[src/rtl/grf_dump_reader.sv]
// -----------------------------------------------------------------------------
// grf_dump_reader
//
// Read-side sequencer for the general register file. A start pulse makes it
// walk GRF read port A from register 0 (or 1 when SKIP_ZERO=1) up to
// NUM_REGS-1. It captures each register value and streams (addr, data) beats
// to a debug/trace sink over a valid/ready interface. Each beat holds the GRF
// contents as they were at that beat's capture edge.
//
// Parameters
//   ADDR_W     GRF address width
//   DATA_W     GRF data width
//   NUM_REGS   registers to dump, 2 .. 2**ADDR_W
//   SKIP_ZERO  1: the walk starts at register 1
//
// Ports
//   clk        clock, rising edge
//   reset      asynchronous, active-high reset
//   start      dump request, sampled only while idle
//   busy       high whenever a dump is in progress
//   done       one-cycle pulse after the final beat handshakes
//   rd_addr    GRF read address (registered)
//   rd_data    GRF read data (combinational read of rd_addr)
//   out_valid  beat valid
//   out_ready  sink accepts the beat
//   out_addr   register number of the beat
//   out_data   register value of the beat
//   out_last   marks the final beat of a dump
// -----------------------------------------------------------------------------
module grf_dump_reader #(
   parameter int ADDR_W    = 5,
   parameter int DATA_W    = 32,
   parameter int NUM_REGS  = 32,
   parameter int SKIP_ZERO = 0
) (
   input  logic              clk,
   input  logic              reset,
   input  logic              start,
   output logic              busy,
   output logic              done,
   output logic [ADDR_W-1:0] rd_addr,
   input  logic [DATA_W-1:0] rd_data,
   output logic              out_valid,
   input  logic              out_ready,
   output logic [ADDR_W-1:0] out_addr,
   output logic [DATA_W-1:0] out_data,
   output logic              out_last
);

   localparam logic [ADDR_W-1:0] FIRST_ADDR = ADDR_W'(SKIP_ZERO);
   localparam logic [ADDR_W-1:0] LAST_ADDR  = ADDR_W'(NUM_REGS - 1);

   typedef enum logic [1:0] {
      S_IDLE,
      S_CAPTURE,
      S_SEND,
      S_DONE
   } state_t;

   state_t state;

   // NOTE: every register in this block uses non-blocking assignment, so all
   // right-hand sides see the pre-edge values. The CAPTURE step therefore
   // latches the GRF output as it was before any write on the same edge.
   always_ff @(posedge clk or posedge reset) begin
      if (reset) begin
         state     <= S_IDLE;
         rd_addr   <= '0;
         busy      <= 1'b0;
         done      <= 1'b0;
         out_valid <= 1'b0;
         out_last  <= 1'b0;
         out_addr  <= '0;
         out_data  <= '0;
      end else begin
         case (state)
            S_IDLE: begin
               if (start) begin
                  rd_addr <= FIRST_ADDR;
                  busy    <= 1'b1;
                  state   <= S_CAPTURE;
               end
            end

            // rd_addr has been stable for a full cycle, so rd_data is the
            // settled register value.
            S_CAPTURE: begin
               out_data  <= rd_data;
               out_addr  <= rd_addr;
               out_valid <= 1'b1;
               out_last  <= (rd_addr == LAST_ADDR);
               state     <= S_SEND;
            end

            // The beat is frozen until the sink takes it. rd_addr never
            // advances past LAST_ADDR, so it cannot wrap.
            S_SEND: begin
               if (out_valid && out_ready) begin
                  out_valid <= 1'b0;
                  out_last  <= 1'b0;
                  if (out_last) begin
                     done  <= 1'b1;
                     state <= S_DONE;
                  end else begin
                     rd_addr <= rd_addr + 1'b1;
                     state   <= S_CAPTURE;
                  end
               end
            end

            // A start seen in this cycle is dropped: only IDLE samples start.
            S_DONE: begin
               done    <= 1'b0;
               busy    <= 1'b0;
               rd_addr <= '0;
               state   <= S_IDLE;
            end

            default: state <= S_IDLE;
         endcase
      end
   end

endmodule
[config.mk]
export PLATFORM = sky130hd
export DESIGN_NAME = grf_dump_reader
export DESIGN_NICKNAME = d
export VERILOG_FILES = /design/src/rtl/grf_dump_reader.sv
export SDC_FILE = /design/constraint.sdc
export NUM_CORES = 1
export LEC_CHECK = 0
export ABC_AREA = 1
export BUFFER_PORTS_ARGS = -buffer_cell sky130_fd_sc_hd__buf_2
export CAP_MARGIN = 20
export CORE_UTILIZATION = 40
export CTS_CLUSTER_SIZE = 28
export DETAILED_ROUTE_END_ITERATION = 10
export HOLD_SLACK_MARGIN = 0.08
export PLACE_DENSITY = 0.8
export REMOVE_ABC_BUFFERS = 1
export SYNTH_ARGS = -nofsm -noshare
export SYNTH_HDL_FRONTEND = slang
export SYNTH_SLANG_ARGS = --single-unit
[constraint.sdc]
create_clock -name clk -period 1.8 [get_ports clk]
set_input_delay 0.09 -clock clk [delete_from_list [all_inputs] [get_ports clk]]
set_output_delay 0.09 -clock clk [all_outputs]
set_load 0.01 [all_outputs]
==> metrics.md, run 1 <==
| Metric | Value |
|---|---|
| Status | finished, final reports clean |
| Worst stage delay on the critical path | 0.45 ns |
| Antenna viol nets, final | 0 |
| Total power | 4.18 mW |
| Sequential share of the synthesized area | 61.0% |
| Max-slew violations | 0 |
| Unrepaired setup endpoints after global routing | false |
| Max_cap viols | 0 |
| #FFs+latches synth | 48 |
| Final nets | 382 |
| Design area | 2880 sq um |
| Startpoint Class | flop |
| Yosys warns | 0 |
| Crit-path slowest cell | dfrtp_1 |
| Clk pin slew, worst setup/hold paths | 0.08 ns |
| Vias in the first global route | 1636 |
| DP HPWL | 2.88 mm |
| # IOs | 82 |
| DP Area | 2450 sq um |
| Iteration-0 DRC Markers | 60 |
| P_leak | 1.65 nW |
| Place WS | 0.434 ns |
| Overflow after GRT | 0 |
| CP max FO | 7 |
| Most common cell after layout, fill and taps aside | nand2_1 |
| Final hold viol count | 0 |
| Clock Tree Buf Depth | 2 |
| Worst Path Class, Setup | reg2reg |
| Worst slew pin tran | 0.483 ns |
| Final Skew | 0.00329 ns |
| Commonest cells after routing, fill and taps aside | nand2_1 (132), buf_2 (81), dfrtp_1 (48) |
| Setup TNS | 0 ns |
| Library cells used by synthesis | 20 |
| Final worst slack | 0.417 ns |
| Die width | 72.1 um |
| CTS tree | yes |
| Min-delay worst type | in2reg |
| CP Cell Sequence | ha_1, nand2_1, nor2_1, ha_1, inv_1, nor2_1, nand2_1, nand2_1 |
| Worst-Skew Late Latency | 0.29 ns |
| Synthesized area | 1970 sq um |
| Total track usage | 17.9% |
| Psw | 1.66 mW |
| Diode count | 0 |
| # rows | 25 |
| Drt drc | 0 |
| CP endpoint kind | flop |
| Initial antenna violation count | 0 |
| Maximum level of the CTS H-tree | 2 |
| CTS Sinks | 48 |
| Post-Synthesis Cells | 227 |
| Relative slew slack | 67.7% |
| Via density | 4.46 |
| Clock power share | 15.4% |
| Share of cells above drive strength 1 | 29.0% |
| Flop pwr share | 42.1% |
| Drt pass-1 iters | 4 |
| Worst VDD drop | 581 uV |
| DIE AREA | 5200 sq um |
| Switching part of the total | 39.7% |
| CP required | 1.98 ns |
| Area of the core | 4720 sq um |
| Cell Int Power | 2.52 mW |
| Buffers inserted by post-CTS timing repair | 0 |
| Final WL | 4.63 mm |
| Peak Freq | 723 MHz |
| Via count | 1838 |
| CP dominant cell by count | nand2_1 |
| Layout area overhead | 46.5% |
| Routability cong. | 0.804 |
| Post-CTS resize count | 0 |
| Final core occ | 61.1% |
| Comb pwr share | 42.6% |
| CTS root buffer | clkbuf_8 |
| Final Setup Violations | 0 |
| Post-layout minimum cycle time | 1.38 ns |
| Critical path arrival | 1.57 ns |
| Avg Cell Area, Syn | 8.67 sq um |
| Pwr Density | 1450 nW/um^2 |
| Drt wl/cell | 11.2 um |
| Die height | 72.1 um |
| Part of the cycle the worst path needs | 76.9% |
| Cts bufs inserted | 5 |
| Largest net degree at the start of global routing | 39 |
| First-pass GRT wire length | 7.11 mm |
| Buffers on Ports | 81 |
| Starting Density | 41.7% |
-- cell usage after synthesis (all sizes together) --
master,count,area share [%]
clkbuf,1,0.19
nor2,9,2.1
dfrtp,48,61
o21bai,1,0.38
nand2,134,26
nand4,1,0.32
o31ai,1,0.64
inv,10,1.9
nand3b,1,0.38
nand3,4,1.0
nor3b,1,0.38
ha,2,1.3
buf,7,2.5
o21ai,7,1.8
-- layout make-up --
cell class	count	area (sq um)
clock buffers	6	82.6
fillers	423	1840
clock inverters	2	10.0
inverters	10	37.5
flip-flops and latches	48	1200
multi-input cells	161	676
well taps	67	83.8
repair buffers	118	793
-- critical path, delay by kind of cell, from the launching register on --
| kind | cells | cell delay [ns] |
|---|---|---|
| adder cells (fa/ha/maj) | 2 | 0.51 |
| flip-flops | 1 | 0.45 |
| AND/OR/NAND/NOR | 5 | 0.27 |
| buffers and inverters | 1 | 0.05 |
-- routing by layer --
metal | vias to the layer above | global-route usage [%] | routed length (um) | share of wire (%)
li1 | 930 | - | - | -
met1 | 852 | 20.5 | 1990 | 43
met2 | 52 | 32.8 | 2350 | 51
met3 | 4 | 4.17 | 242 | 5.2
met4 | 0 | 6.10 | 44 | 0.95
met5 | - | 0 | 0 | 0
-- flip-flops by register name (all words and copies together) (netlist names) --
name / count
state: 2
out_last: 1
out_data: 32
rd_addr: 5
busy: 1
out_addr: 5
out_valid: 1
done: 1
-- cell families (layout without fill, tap and decap cells) --
kind of cell,Yosys count,in the layout,share of synthesized area (%)
simple gates,150,150,30.3
flops,48,48,61.0
compound gates,9,9,2.80
fa+ha+maj,2,2,1.27
buf+inv,18,136,4.64
-- power by group through the flow --
stage / clock network [mW] / registers [mW] / logic, mW
final: 0.643 / 1.76 / 1.78
after detailed placement: 0 / 1.78 / 1.74
after floorplan: 0 / 1.97 / 0.806
after global routing: 0.708 / 1.81 / 2.02
after global placement: 0 / 1.75 / 1.71
after CTS: 0.668 / 1.76 / 1.80
-- through the flow --
stage,hold slack (ns),std cells
final,0.131,412
after CTS,0.123,412
after global routing,0.159,412
after floorplan,0.200,219
after global placement,0.132,370
after detailed placement,0.139,370
-- final timing paths --
| path | startpoint | endpoint | slack (ns) | depth (start not counted) |
|---|---|---|---|---|
| setup / recovery | rd_addr[0]$_DFFE_PP0P_ | rd_addr[4]$_DFFE_PP0P_ | 0.42 | 8 |
| hold / removal | out_ready | state[1]$_DFFE_PP0P_ | 0.13 | 4 |
| setup reg to reg | rd_addr[0]$_DFFE_PP0P_ | rd_addr[4]$_DFFE_PP0P_ | 0.42 | 8 |
| hold reg to reg | out_data[17]$_DFFE_PP0P_ | out_data[17]$_DFFE_PP0P_ | 0.48 | 2 |
| max in group asynchronous | reset | out_data[11]$_DFFE_PP0P_ | 0.94 | 4 |
| min in group asynchronous | reset | out_data[23]$_DFFE_PP0P_ | 0.36 | 3 |
-- what timing repair did --
item	CTS	global route
endpoints found under the setup margin	0	0
hold endpoints to repair	56	0
hold buffers	34	0
No activity file was read; power rests on OpenSTA's default activity.
==> inputs of run 2 (changes only) <==
--- a/config.mk
+++ b/config.mk
@@ -5,14 +5,14 @@
 export SDC_FILE = /design/constraint.sdc
 export NUM_CORES = 1
 export LEC_CHECK = 0
-export ABC_AREA = 1
+export ABC_AREA = 0
 export BUFFER_PORTS_ARGS = -buffer_cell sky130_fd_sc_hd__buf_2
 export CAP_MARGIN = 20
 export CORE_UTILIZATION = 40
 export CTS_CLUSTER_SIZE = 28
 export DETAILED_ROUTE_END_ITERATION = 10
 export HOLD_SLACK_MARGIN = 0.08
-export PLACE_DENSITY = 0.8
+export PLACE_DENSITY = 0.82
 export REMOVE_ABC_BUFFERS = 1
 export SYNTH_ARGS = -nofsm -noshare
 export SYNTH_HDL_FRONTEND = slang
==> constraint.sdc (replaced) <==
create_clock -name clk -period 1.2 [get_ports clk]
set_input_delay 0.06 -clock clk [delete_from_list [all_inputs] [get_ports clk]]
set_output_delay 0.06 -clock clk [all_outputs]
set_load 0.01 [all_outputs]
==> metrics.md, run 2 <==
| Metric | Value |
|---|---|
| Final nets | 303 (-21%) |
| Initial antenna violation count | 0 (unchanged) |
| FFs w/ async S/R, synth | 100% (unchanged) |
| DP Area | 2580 sq um (+5.1%) |
| Drt pass-1 iters | 4 (unchanged) |
| Final hold viol count | 0 (unchanged) |
| Clk pin slew, worst setup/hold paths | 0.09 ns (about the same) |
| Startpoint Class | flop |
| Synthesized area | 1960 sq um (-0.32%) |
| Max_cap viols | 0 (unchanged) |
| Place WS | -0.149 ns (-0.583 ns) |
| Register area | 1200 sq um (+0.10%) |
| Failing checks | setup timing |
| P_leak | 1.73 nW (+4.3%) |
| Sequential share of the synthesized area | 61.2% (+0.19 points) |
| Clock Tree Buf Depth | 2 (unchanged) |
| DIE AREA | 5190 sq um (-0.30%) |
| Commonest cells after routing, fill and taps aside | buf_2 (81), dfrtp_1 (47), mux2_4 (36) |
| Worst R2R Start | rd_addr[0]$_DFFE_PP0P_ |
| CTS root buffer | clkbuf_8 |
| Main synth FF type | dfrtp_1 |
| Drt drc | 0 (unchanged) |
| CTS tree | yes |
| DP HPWL | 2.63 mm (-8.5%) |
| Final Skew | 0.00922 ns (+0.00593 ns) |
| Critical path arrival | 1.52 ns (-0.05 ns) |
| Layout fillers | 331 (-22%) |
| Final WL | 5.09 mm (+10%) |
| # rows | 25 (unchanged) |
| Hold path cells | 3 (-1) |
| Avg Cell Area, Syn | 15.3 sq um (+77%) |
| Post-synth top area share | 61.2% (+0.19 points) |
| Cts bufs inserted | 5 (unchanged) |
| Largest net degree at the start of global routing | 49 (+26%) |
| Via count | 1563 (-15%) |
| Hold Startpoint | out_ready |
| Share of cells above drive strength 1 | 58.9% (+30 points) |
| Synth cell count leaders | dfrtp_1 (48), mux2_2 (29), mux2_4 (8), a21oi_1 (5), o2bb2ai_1 (5) |
| Worst VDD drop | 773 uV (+33%) |
| Worst reg2reg path depth | 5 (-3) |
| Multi-input gate area | 860 sq um (+27%) |
| Area of the core | 4720 sq um (unchanged) |
| Worst-Skew Late Latency | 0.30 ns (about the same) |
| Design area | 3220 sq um (+12%) |
| Final worst slack | -0.0944 ns (-0.511 ns) |
| Post-layout minimum cycle time | 1.29 ns (-0.0891 ns) |
| Total power | 2.97 mW (-29%) |
| Routability cong. | 0.819 (+1.8%) |
| Die height | 72.0 um (-0.15%) |
| First-pass GRT wire length | 7.28 mm (+2.3%) |
| # IOs | 82 (unchanged) |
| Worst slew pin tran | 0.251 ns (-0.232 ns) |
| Final core occ | 68.2% (+7.1 points) |
| Max reg flops | 32 (unchanged) |
| Max-slew violations | 0 (unchanged) |
| Antenna viol nets, final | 0 (unchanged) |
| Maximum level of the CTS H-tree | 2 (unchanged) |
| Post-Synthesis Cells | 128 (-44%) |
| CP endpoint kind | flop |
| Drt wl/cell | 15.3 um (+36%) |
| Total track usage | 18.7% (+0.75 points) |
| Iteration-0 DRC Markers | 84 (+40%) |
| R2R setup slack | -0.09 ns (-0.51 ns) |
| Relative slew slack | 83.3% (+16 points) |
| CP required | 1.43 ns (-0.55 ns) |
| Hold Path End | state[0]$_DFFE_PP0P_ |
| Worst Path Class, Setup | reg2reg |
| Overflow after GRT | 0 (unchanged) |
| Most frequent cell after synthesis | dfrtp_1 |
| Starting Density | 41.5% (-0.13 points) |
| Unrepaired setup endpoints after global routing | true |
| Min-delay worst type | in2reg |
| Library cells used by synthesis | 29 (+45%) |
| Post-synth EDFFs | 0 (unchanged) |
| Most common cell after layout, fill and taps aside | buf_2 |
| Largest cells by area after synthesis | dfrtp_1 (61%), mux2_2 (17%), mux2_4 (6.1%) |
| Reg with most FFs | out_data |
| Vias in the first global route | 1626 (-0.61%) |
| Buffers on Ports | 81 (unchanged) |
| Leading area contributor after synthesis | dfrtp_1 |
| Peak Freq | 773 MHz (+6.9%) |
| CTS Sinks | 48 (unchanged) |
| Layout area overhead | 64.1% |
| Pwr Density | 924 nW/um^2 (-36%) |
| Yosys warns | 0 (unchanged) |
| CP max FO | 2 (-5) |
| Biggest regs | out_data (32), out_addr (5), rd_addr (5) |
| Status | finished, violations left |
| Die width | 72.0 um (-0.15%) |
| Via density | 4.71 (+5.5%) |
| Part of the cycle the worst path needs | 108% (+31 points) |
| Diode count | 0 (unchanged) |
| R2r endpoint | rd_addr[4]$_DFFE_PP0P_ |
| Final Setup Violations | 23 (+23) |
| #FFs+latches synth | 48 (unchanged) |
[run 2: how the worst max path moves through the flow]
| stage | startpoint | slack [ns] | to |
|---|---|---|---|
| after floorplan | rd_addr[0]$_DFFE_PP0P_ | -0.20 | rd_addr[4]$_DFFE_PP0P_ |
| after global placement | rd_addr[0]$_DFFE_PP0P_ | -0.10 | rd_addr[4]$_DFFE_PP0P_ |
| after detailed placement | rd_addr[0]$_DFFE_PP0P_ | -0.15 | rd_addr[4]$_DFFE_PP0P_ |
| after CTS | rd_addr[1]$_DFFE_PP0P_ | -0.11 | rd_addr[4]$_DFFE_PP0P_ |
| after global routing | rd_addr[0]$_DFFE_PP0P_ | -0.13 | rd_addr[4]$_DFFE_PP0P_ |
| final | rd_addr[0]$_DFFE_PP0P_ | -0.09 | rd_addr[4]$_DFFE_PP0P_ |
[run 2: power by group]
part | internal [mW] | switching, mW
clock | 0.395 | 0.518
combinational | 0.226 | 0.135
sequential | 1.67 | 0.0295
total | 2.29 | 0.682
[run 2: critical path, stage by stage (launching register included)]
cell and delay (ns):
dfrtp_1 0.39, ha_2 0.19, and3_4 0.18, ha_4 0.25, mux2i_1 0.05, o2bb2ai_1 0.15
[run 2: cell type report]
cell class                 instances  share of cell area (%)
tap                               67                    2.60
inverter                           3                   0.350
timing repair buffer             135                    30.5
clock inverter                     2                   0.389
sequential                        48                    37.3
clock buffer                       5                    2.14
multi-input combinational         72                    26.7
[run 2: timing repair]
item	4_1_cts	5_1_grt
cloned	1	1
resized for setup	6	39
pin swaps	3	6
endpoints found under the hold margin	82	0
hold buffers	34	0
endpoints found under the setup margin	24	35
setup buffers	5	0
[run 2: cells by family (layout without fill, tap and decap cells)]
group,count (synthesis),in the layout,synth area share [%]
DFF,48,48,61.2
muxes,39,39,23.8
AOI/OAI and AO/OA,16,16,5.87
and+or+nand+nor,13,13,4.46
buffers and inverters,8,145,2.49
adders and majority gates,2,2,1.28
xor gates and xnor gates,2,2,0.893
[run 2: layer usage]
layer | vias to the layer above | GRT usage [%] | part of all wire, %
met5 | - | 0 | 0
met4 | 0 | 10.2 | 2.4
met3 | 12 | 3.19 | 4.7
met2 | 61 | 33.9 | 51
met1 | 759 | 20.9 | 42
li1 | 731 | - | -
[run 2: per-stage QoR]
stage	TNS, ns	hold WS [ns]	std cells
floorplan	-5.79	0.199	123
global placement	-0.103	0.117	286
detailed placement	-0.175	0.121	286
CTS	-0.571	0.0860	333
global route	-1.59	0.117	332
finish	-0.342	0.102	332
==> inputs of run 3 (changes only) <==
==> constraint.sdc (replaced) <==
create_clock -name clk -period 1.15 [get_ports clk]
set_input_delay 0.0575 -clock clk [delete_from_list [all_inputs] [get_ports clk]]
set_output_delay 0.0575 -clock clk [all_outputs]
set_load 0.01 [all_outputs]
==> metrics.md, run 3 (synthesis gave the netlist of run 2 again) <==
| Metric | Value |
|---|---|
| Clk pin slew, worst setup/hold paths | 0.09 ns (about the same) |
| Final worst slack | -0.133 ns (-0.0386 ns) |
| Area of the core | 4720 sq um (unchanged) |
| Maximum level of the CTS H-tree | 2 (unchanged) |
| CTS tree | yes |
| Post-layout minimum cycle time | 1.28 ns (-0.0114 ns) |
| Worst R2R Start | rd_addr[0]$_DFFE_PP0P_ |
| CP required | 1.37 ns (-0.06 ns) |
| Share of cells above drive strength 1 | 58.3% (-0.60 points) |
| Failing checks | setup timing |
| Iteration-0 DRC Markers | 47 (-44%) |
| Initial antenna violation count | 0 (unchanged) |
| Reg with most FFs | out_data |
| # rows | 25 (unchanged) |
| Min-delay worst type | in2reg |
| Worst reg2reg path depth | 5 (unchanged) |
| Final Setup Violations | 42 (+83%) |
| Design area | 3260 sq um (+1.3%) |
| Final core occ | 69.0% (+0.87 points) |
| Drt pass-1 iters | 4 (unchanged) |
| Buffers on Ports | 81 (unchanged) |
| Vias in the first global route | 1590 (-2.2%) |
| Relative slew slack | 82.9% (-0.43 points) |
| Worst VDD drop | 1140 uV (+47%) |
| R2R setup slack | -0.13 ns (-0.04 ns) |
| # IOs | 82 (unchanged) |
| Largest net degree at the start of global routing | 49 (unchanged) |
| Max reg flops | 32 (unchanged) |
| DP HPWL | 2.89 mm (+9.8%) |
| Peak Freq | 779 MHz (+0.89%) |
| Register area | 1200 sq um (-0.10%) |
| CTS root buffer | clkbuf_8 |
| Most common cell after layout, fill and taps aside | buf_2 |
| Worst stage delay on the critical path | 0.39 ns (about the same) |
| Die width | 72.0 um (unchanged) |
| Max_cap viols | 0 (unchanged) |
| Cts bufs inserted | 5 (unchanged) |
| Clock Tree Buf Depth | 2 (unchanged) |
| Die height | 72.0 um (unchanged) |
| Hold path cells | 3 (unchanged) |
| Worst slew pin tran | 0.257 ns (+0.00650 ns) |
| Biggest regs | out_data (32), out_addr (5), rd_addr (5) |
| Kind of cell adding the most delay to the critical path | adder cells |
| Overflow after GRT | 0 (unchanged) |
| Final nets | 304 (+0.33%) |
| CP bufs+invs | 0 (unchanged) |
| Final hold viol count | 0 (unchanged) |
| Status | finished, violations left |
| Critical path arrival | 1.51 ns (about the same) |
| Drt drc | 0 (unchanged) |
| Crit-path slowest cell | dfrtp_1 |
| Via density | 4.71 (about the same) |
| Worst-Skew Late Latency | 0.30 ns (about the same) |
| Drt wl/cell | 15.1 um (-1.5%) |
| Starting Density | 41.5% (unchanged) |
| Layout fillers | 324 (-2.1%) |
| Part of the cycle the worst path needs | 112% (+3.7 points) |
| CP max FO | 2 (unchanged) |
| First-pass GRT wire length | 7.55 mm (+3.7%) |
| Multi-input gate area | 845 sq um (-1.7%) |
| DP Area | 2590 sq um (+0.58%) |
| Commonest cells after routing, fill and taps aside | buf_2 (81), dfrtp_1 (48), dlygate4sd3_1 (34) |
| Final Skew | 0.0107 ns (+0.00148 ns) |
| Final WL | 5.03 mm (-1.2%) |
| Max-slew violations | 0 (unchanged) |
| Diode count | 0 (unchanged) |
| P_leak | 1.74 nW (+0.97%) |
| Routability cong. | 0.831 (+1.4%) |
| Layout area overhead | 66.2% |
| Worst Path Class, Setup | reg2reg |
| Total track usage | 19.4% (+0.70 points) |
| CP Cell Sequence | ha_2, and3_4, ha_4, mux2i_1, o2bb2ai_1 |
| Startpoint Class | flop |
| DIE AREA | 5190 sq um (unchanged) |
| Unrepaired setup endpoints after global routing | true |
| CTS Sinks | 48 (unchanged) |
| Hold Startpoint | out_ready |
| Via count | 1569 (+0.38%) |
| Antenna viol nets, final | 0 (unchanged) |
| Pwr Density | 1090 nW/um^2 (+18%) |
| Hold Path End | state[0]$_DFFE_PP0P_ |
| R2r endpoint | rd_addr[4]$_DFFE_PP0P_ |
| CP endpoint kind | flop |
==> run 3: changes by cell type in the layout (fill, tap and decap cells not counted), sizes merged <==
| cell | change |
|---|---|
| buf | +2 |
| bufinv | +2 |
| clkbuf | -1 |
| clkinv | -1 |
| clkinvlp | -1 |
==> run 3: final cells by class <==
class	count	area share, %
Sequential cell	48	36.8
Timing Repair Buffer	136	30.4
Multi-Input combinational cell	72	25.9
Tap cell	67	2.57
Clock buffer	5	2.11
Clock inverter	2	1.84
Inverter	3	0.345
==> run 3: repair_timing <==
| action | 4_1_cts | 5_1_grt |
|---|---|---|
| cloned | 2 | 0 |
| hold buffers | 34 | 0 |
| resized for setup | 10 | 31 |
| pin swaps | 5 | 6 |
| endpoints found under the setup margin | 27 | 43 |
| endpoints found under the hold margin | 81 | 0 |
| setup buffers | 4 | 1 |
==> run 3: power by group <==
group / switching, mW / internal [mW] / total [mW]
clock: 0.538 / 0.856 / 1.39
combinational: 0.142 / 0.234 / 0.375
sequential: 0.0310 / 1.74 / 1.77
==> run 3: worst min-delay path: stages <==
cell	delay [ns]
buf_2	0.14
nand3_1	0.11
a21oi_1	0.07
==> run 3: routing by layer <==
| metal | vias up | track usage (%) | share of wire (%) |
|---|---|---|---|
| li1 | 736 | - | - |
| met1 | 758 | 21.8 | 41 |
| met2 | 66 | 35.5 | 53 |
| met3 | 9 | 3.89 | 4.5 |
| met4 | 0 | 8.50 | 1.7 |
| met5 | - | 0 | 0 |
==> run 3: worst max path at each step <==
stage / from / end / slack (ns) / cells after the start
global placement: rd_addr[0]$_DFFE_PP0P_ / rd_addr[4]$_DFFE_PP0P_ / -0.15 / 5
CTS: rd_addr[1]$_DFFE_PP0P_ / rd_addr[4]$_DFFE_PP0P_ / -0.17 / 5
finish: rd_addr[0]$_DFFE_PP0P_ / rd_addr[4]$_DFFE_PP0P_ / -0.13 / 5
floorplan: rd_addr[0]$_DFFE_PP0P_ / rd_addr[4]$_DFFE_PP0P_ / -0.25 / 5
global route: rd_addr[0]$_DFFE_PP0P_ / rd_addr[4]$_DFFE_PP0P_ / -0.17 / 5
detailed placement: rd_addr[0]$_DFFE_PP0P_ / rd_addr[4]$_DFFE_PP0P_ / -0.21 / 5
==> run 3: metrics by stage <==
stage / hold WS, ns / cells / power [mW] / setup TNS (ns) / setup WS, ns
finish: 0.127 / 333 / 3.54 / -1.92 / -0.133
global route: 0.122 / 333 / 3.67 / -3.71 / -0.171
CTS: 0.0973 / 334 / 3.54 / -3.02 / -0.166
detailed placement: 0.119 / 288 / 2.06 / -0.385 / -0.207
global placement: 0.113 / 288 / 2.05 / -0.212 / -0.154
floorplan: 0.197 / 123 / 1.91 / -10.07 / -0.248
